## src/rtl/ov7670_sccb_sequencer.sv

```systemverilog
// Walks the OV7670 command ROM and writes each {reg, value} word as a 3-phase SCCB write (ID 0x42).
// All outputs are registered; reset is asynchronous, so the bus is released the instant rst rises.
module ov7670_sccb_sequencer #(
  parameter int unsigned QUARTER    = 250,
  parameter int unsigned RESET_WAIT = 100000,
  parameter int unsigned GAP        = 16,
  parameter bit          AUTO_START = 1'b1
) (
  input  logic        clk,
  input  logic        rst,
  input  logic        start,
  input  logic [15:0] command,
  input  logic        finished,
  output logic        advance,
  output logic        resend,
  output logic        sioc,
  output logic        siod_low,
  output logic        busy,
  output logic        done,
  output logic [7:0]  write_count
);

  localparam int unsigned QW         = (QUARTER > 1) ? $clog2(QUARTER) : 1;
  localparam int unsigned HOLD_SHORT = (GAP > 0) ? GAP : 1;
  localparam int unsigned HOLD_LONG  = ((GAP + RESET_WAIT) > 0) ? (GAP + RESET_WAIT) : 1;
  localparam int unsigned HW         = $clog2(HOLD_LONG + 1);
  localparam logic [QW-1:0] Q_LAST   = QW'(QUARTER - 1);
  localparam logic [15:0] COM7_RESET = 16'h1280;

  typedef enum logic [3:0] {
    S_IDLE, S_REWIND, S_SETTLE, S_CHECK, S_START,
    S_BITS, S_STOP, S_HOLD, S_STEP, S_DONE
  } state_t;

  state_t         state;
  logic [QW-1:0]  qcnt;
  logic [1:0]     phase;
  logic [4:0]     bit_idx;
  logic [26:0]    frame;
  logic [HW-1:0]  hcnt;
  logic           settle_cnt;
  logic           auto_pend;
  logic           long_hold;
  logic           q_term;

  assign q_term = (qcnt == '0);

  always_ff @(posedge clk or posedge rst) begin
    if (rst) begin
      state       <= S_IDLE;
      qcnt        <= '0;
      phase       <= '0;
      bit_idx     <= '0;
      frame       <= '0;
      hcnt        <= '0;
      settle_cnt  <= 1'b0;
      auto_pend   <= AUTO_START;
      long_hold   <= 1'b0;
      advance     <= 1'b0;
      resend      <= 1'b0;
      sioc        <= 1'b1;
      siod_low    <= 1'b0;
      busy        <= 1'b0;
      done        <= 1'b0;
      write_count <= '0;
    end else begin
      auto_pend <= 1'b0;
      advance   <= 1'b0;
      resend    <= 1'b0;
      case (state)
        S_IDLE, S_DONE: begin
          if (start || auto_pend) begin
            state       <= S_REWIND;
            resend      <= 1'b1;
            busy        <= 1'b1;
            done        <= 1'b0;
            write_count <= '0;
          end
        end

        S_REWIND: begin
          state      <= S_SETTLE;
          settle_cnt <= 1'b0;
        end

        // ROM is registered twice, so give command/finished two cycles to follow the address
        S_SETTLE: begin
          settle_cnt <= 1'b1;
          if (settle_cnt) state <= S_CHECK;
        end

        S_CHECK: begin
          if (finished) begin
            state <= S_DONE;
            busy  <= 1'b0;
            done  <= 1'b1;
          end else begin
            // Don't-care (ACK) slots hold 1 so the line is released there
            frame     <= {8'h42, 1'b1, command[15:8], 1'b1, command[7:0], 1'b1};
            long_hold <= (command == COM7_RESET);
            state     <= S_START;
            qcnt      <= Q_LAST;
            phase     <= '0;
            sioc      <= 1'b1;
            siod_low  <= 1'b1;
          end
        end

        S_START: begin
          if (q_term) begin
            qcnt <= Q_LAST;
            if (phase == 2'd0) begin
              phase <= 2'd1;
              sioc  <= 1'b0;
            end else begin
              state    <= S_BITS;
              phase    <= '0;
              bit_idx  <= 5'd26;
              siod_low <= ~frame[26];
            end
          end else begin
            qcnt <= qcnt - QW'(1);
          end
        end

        S_BITS: begin
          if (q_term) begin
            qcnt  <= Q_LAST;
            phase <= phase + 2'd1;
            case (phase)
              2'd1:    sioc <= 1'b1;
              2'd3: begin
                sioc <= 1'b0;
                if (bit_idx == 5'd0) begin
                  state    <= S_STOP;
                  siod_low <= 1'b1;
                end else begin
                  bit_idx  <= bit_idx - 5'd1;
                  frame    <= {frame[25:0], 1'b1};
                  siod_low <= ~frame[25];
                end
              end
              default: ;
            endcase
          end else begin
            qcnt <= qcnt - QW'(1);
          end
        end

        S_STOP: begin
          if (q_term) begin
            qcnt  <= Q_LAST;
            phase <= phase + 2'd1;
            case (phase)
              2'd0: sioc     <= 1'b1;
              2'd1: siod_low <= 1'b0;
              2'd3: begin
                state <= S_HOLD;
                hcnt  <= long_hold ? HW'(HOLD_LONG - 1) : HW'(HOLD_SHORT - 1);
                if (write_count != 8'hFF) write_count <= write_count + 8'd1;
              end
              default: ;
            endcase
          end else begin
            qcnt <= qcnt - QW'(1);
          end
        end

        S_HOLD: begin
          if (hcnt == '0) begin
            state   <= S_STEP;
            advance <= 1'b1;
          end else begin
            hcnt <= hcnt - HW'(1);
          end
        end

        S_STEP: begin
          state      <= S_SETTLE;
          settle_cnt <= 1'b0;
        end

        default: state <= S_IDLE;
      endcase
    end
  end

endmodule

```

## config.mk

```make
export PLATFORM = sky130hd
export DESIGN_NAME = ov7670_sccb_sequencer
export DESIGN_NICKNAME = d
export VERILOG_FILES = /design/src/rtl/ov7670_sccb_sequencer.sv
export SDC_FILE = /design/constraint.sdc
export NUM_CORES = 1
export LEC_CHECK = 0
export ABC_CLOCK_PERIOD_IN_PS = 2700
export BUFFER_PORTS_ARGS = -buffer_cell sky130_fd_sc_hd__buf_4
export CORE_AREA = 2 2 137 139
export CTS_CLUSTER_SIZE = 40
export DETAILED_ROUTE_END_ITERATION = 7
export DIE_AREA = 0 0 139 141
export SLEW_MARGIN = 20
export SYNTH_ARGS = -nofsm -noshare
export SYNTH_HDL_FRONTEND = slang
export SYNTH_SLANG_ARGS = --single-unit
export TNS_END_PERCENT = 30
```

## constraint.sdc

```tcl
create_clock -name clk -period 2.7 [get_ports clk]
set_input_delay 0.81 -clock clk [delete_from_list [all_inputs] [get_ports clk]]
set_output_delay 0.81 -clock clk [all_outputs]
set_load 0.02 [all_outputs]
```

==> reports/results.tsv <==
metric	value	unit
status	complete, no violations	
rsz0062_at_grt	no	
design.die.area	19600	µm²
clk_latency	0.34	ns
synthesis.area	4430	µm²
place_inst	738	
io_pins	34	
yosysWarnings	0	
setup_viol	0	
syn2layout_area_growth	17.9	%
drt_iter0_markers	175	
place_hpwl	6790	µm
cts-root-buf	clkbuf_16	
ys_types	70	
rows	50	
drt-total-wl	9630	µm
tightest_slew	0.665	ns
fin_nets	545	
antenna_left	0	
dieWidth	139	µm
core	18300	µm²
min_path_type	flip-flop to flip-flop	
post_cts_buffers	0	
drive_above_1_share	16.2	%
relSlewSlack	55.7	%
port_buffers	33	
ys.flop_type	dfrtp_1	
arrival	2.62	ns
antenna_found_initial	0	
overflow	0	
cts_tree	yes	
clock_sinks	80	
worstPathRequired	2.95	ns
hold_viol_final	0	
fin_skew	0.00587	ns
drc	0	
multi_input_area	2190	µm²
initial_core_util	24.2	%
endpoint_kind	flip-flop	
dpl_worst_slack	0.325	ns
clockBufferDepth	2	
instances_no_fill	754	
ir_drop	0.432	mV
cp-start-kind	flip-flop	
finalCritPeriodShare	87.5	%
fmax	423	MHz
place.gp.congestion	0.799	
synth_edf_count	0	
synthArstFlopShare	100	%
finalCriticalPeriod	2.36	ns
setup_slack	0.336	ns
synth_area_per_cell	9.18	µm²
viasPerCell	4.80	
numCtsBuffers	9	
yosysTopAreaCellShare	44.1	%
drv_slew	0	
vias	3616	
grtUsageTotal	10.1	%
yosys.area.top_type	dfrtp_1	
htree_levels	3	
seq_area	2000	µm²
n_fill_cell	1962	
syn-num-nets	512	
powerDensity	857	nW/µm²
criticalPathCategory	flip-flop to flip-flop	
cap_violations	0	
grt_max_degree	43	
diodes	0	
dr.pass1.iters	5	
tns	0	ns
dieHeight	141	µm
ys_seq_area_share	45.3	%
routedWlPerCell	12.8	µm
cp_max_fo	19	
grt_pass1_vias	3417	
synth_area_leaders	dfrtp_1, nand2_1, nor2_1	
clk_pin_slew	0.06	ns
p_total	4.47	mW
ctsHoldBuffers	0	
synth-seq-cells	80	
grt_first_pass_wirelength	16500	µm
cts_resized	0	
synthCells	482	
leakage	2.23	nW
-- final cells by class --
cell class / count / share of cell area [%]
Tap cell: 234 / 5.61
Clock buffer: 10 / 4.58
Clock inverter: 6 / 0.671
Multi-Input combinational cell: 354 / 42.0
Sequential cell: 80 / 38.4
Timing Repair Buffer: 47 / 7.00
Inverter: 23 / 1.73
-- cells in the final DEF, fill, tap and decap left out, drive strengths merged, types with 16 or more instances in the layout --
master	count
inv	22
nor3	16
a31oi	25
dfrtp	78
nand3	21
o21ai	30
a21oi	17
nand2	65
buf	47
nor2	57
-- layer usage --
layer	vias up	track usage [%]	wire length [µm]	part of all wire [%]
met1	1741	13.4	4760	49
met3	7	3.16	386	4.0
li1	1819	-	-	-
met5	-	0	0	0
met4	0	2.34	34	0.35
met2	49	16.2	4460	46
-- state kept, by name, summed over array words and instances (netlist names) --
register,flops
advance,1
auto_pend,1
bit_idx,5
busy,1
done,1
frame,27
hcnt,17
long_hold,1
phase,2
qcnt,8
resend,1
settle_cnt,1
sioc,1
siod_low,1
state,4
write_count,8
-- metrics by stage --
stage                     area (µm²)  hold WS [ns]  utilization [%]
after floorplan                 4430         0.439                -
after global placement          4940         0.454             27.1
after detailed placement        4940         0.453             27.1
after CTS                       5220         0.476             28.6
after global routing            5220         0.482             28.6
final                           5220         0.475             28.6
-- cell families (layout without fill, tap and decap cells) --
| logic type | after synthesis | in the layout | share of synthesized area, % |
|---|---|---|---|
| flip-flops | 80 | 80 | 45.3 |
| XOR/XNOR | 6 | 6 | 1.19 |
| adder cells (fa/ha/maj) | 10 | 10 | 2.83 |
| AO/OA/AOI/OAI | 117 | 117 | 17.7 |
| AND/OR/NAND/NOR | 207 | 207 | 24.7 |
| other | 1 | 1 | 0.0847 |
| buffers and inverters | 48 | 86 | 5.23 |
| multiplexers | 13 | 13 | 3.00 |
-- where the power goes --
group          internal, mW  switching (mW)
registers              1.48           0.236
clock network         0.641           0.490
logic                 0.670           0.951
total                  2.79            1.68
-- worst max-delay path, cell delays in order, from the launching register on --
cell and delay (ns):
dfrtp_1 0.41, inv_1 0.09, ha_1 0.16, nor4b_4 0.31
nand3_1 0.17, o31ai_4 0.58, buf_4 0.33, nor2_1 0.06
a31oi_1 0.15
-- cell usage after synthesis (4+ instances only) --
cell type and count:
xor2_1 4, nand4_1 6, ha_1 10, mux2i_1 11, nand2_1 65, inv_1 23, a31oi_1 25, o21ai_0 27
nand2b_1 4, buf_4 4, nand3_1 20, buf_2 11, nor3_1 13, clkbuf_1 6, and4_1 4, and3_1 4
o31ai_1 8, dfrtp_1 78, nor4_1 4, nor2_1 56, a21oi_1 17
-- worst paths after layout --
| path | end | slack (ns) | depth (start not counted) | startpoint |
|---|---|---|---|---|
| worst min register to register | frame[0] | 0.48 | 1 | frame[0] |
| worst min-delay path | frame[0] | 0.48 | 1 | frame[0] |
| worst max-delay path | frame[14] | 0.34 | 8 | qcnt[0] |
| min in group asynchronous | busy | 0.49 | 2 | rst |
| worst max register to register | frame[14] | 0.34 | 8 | qcnt[0] |
| max in group asynchronous | long_hold | 1.59 | 3 | rst |
(Power assumes the default switching activity.)
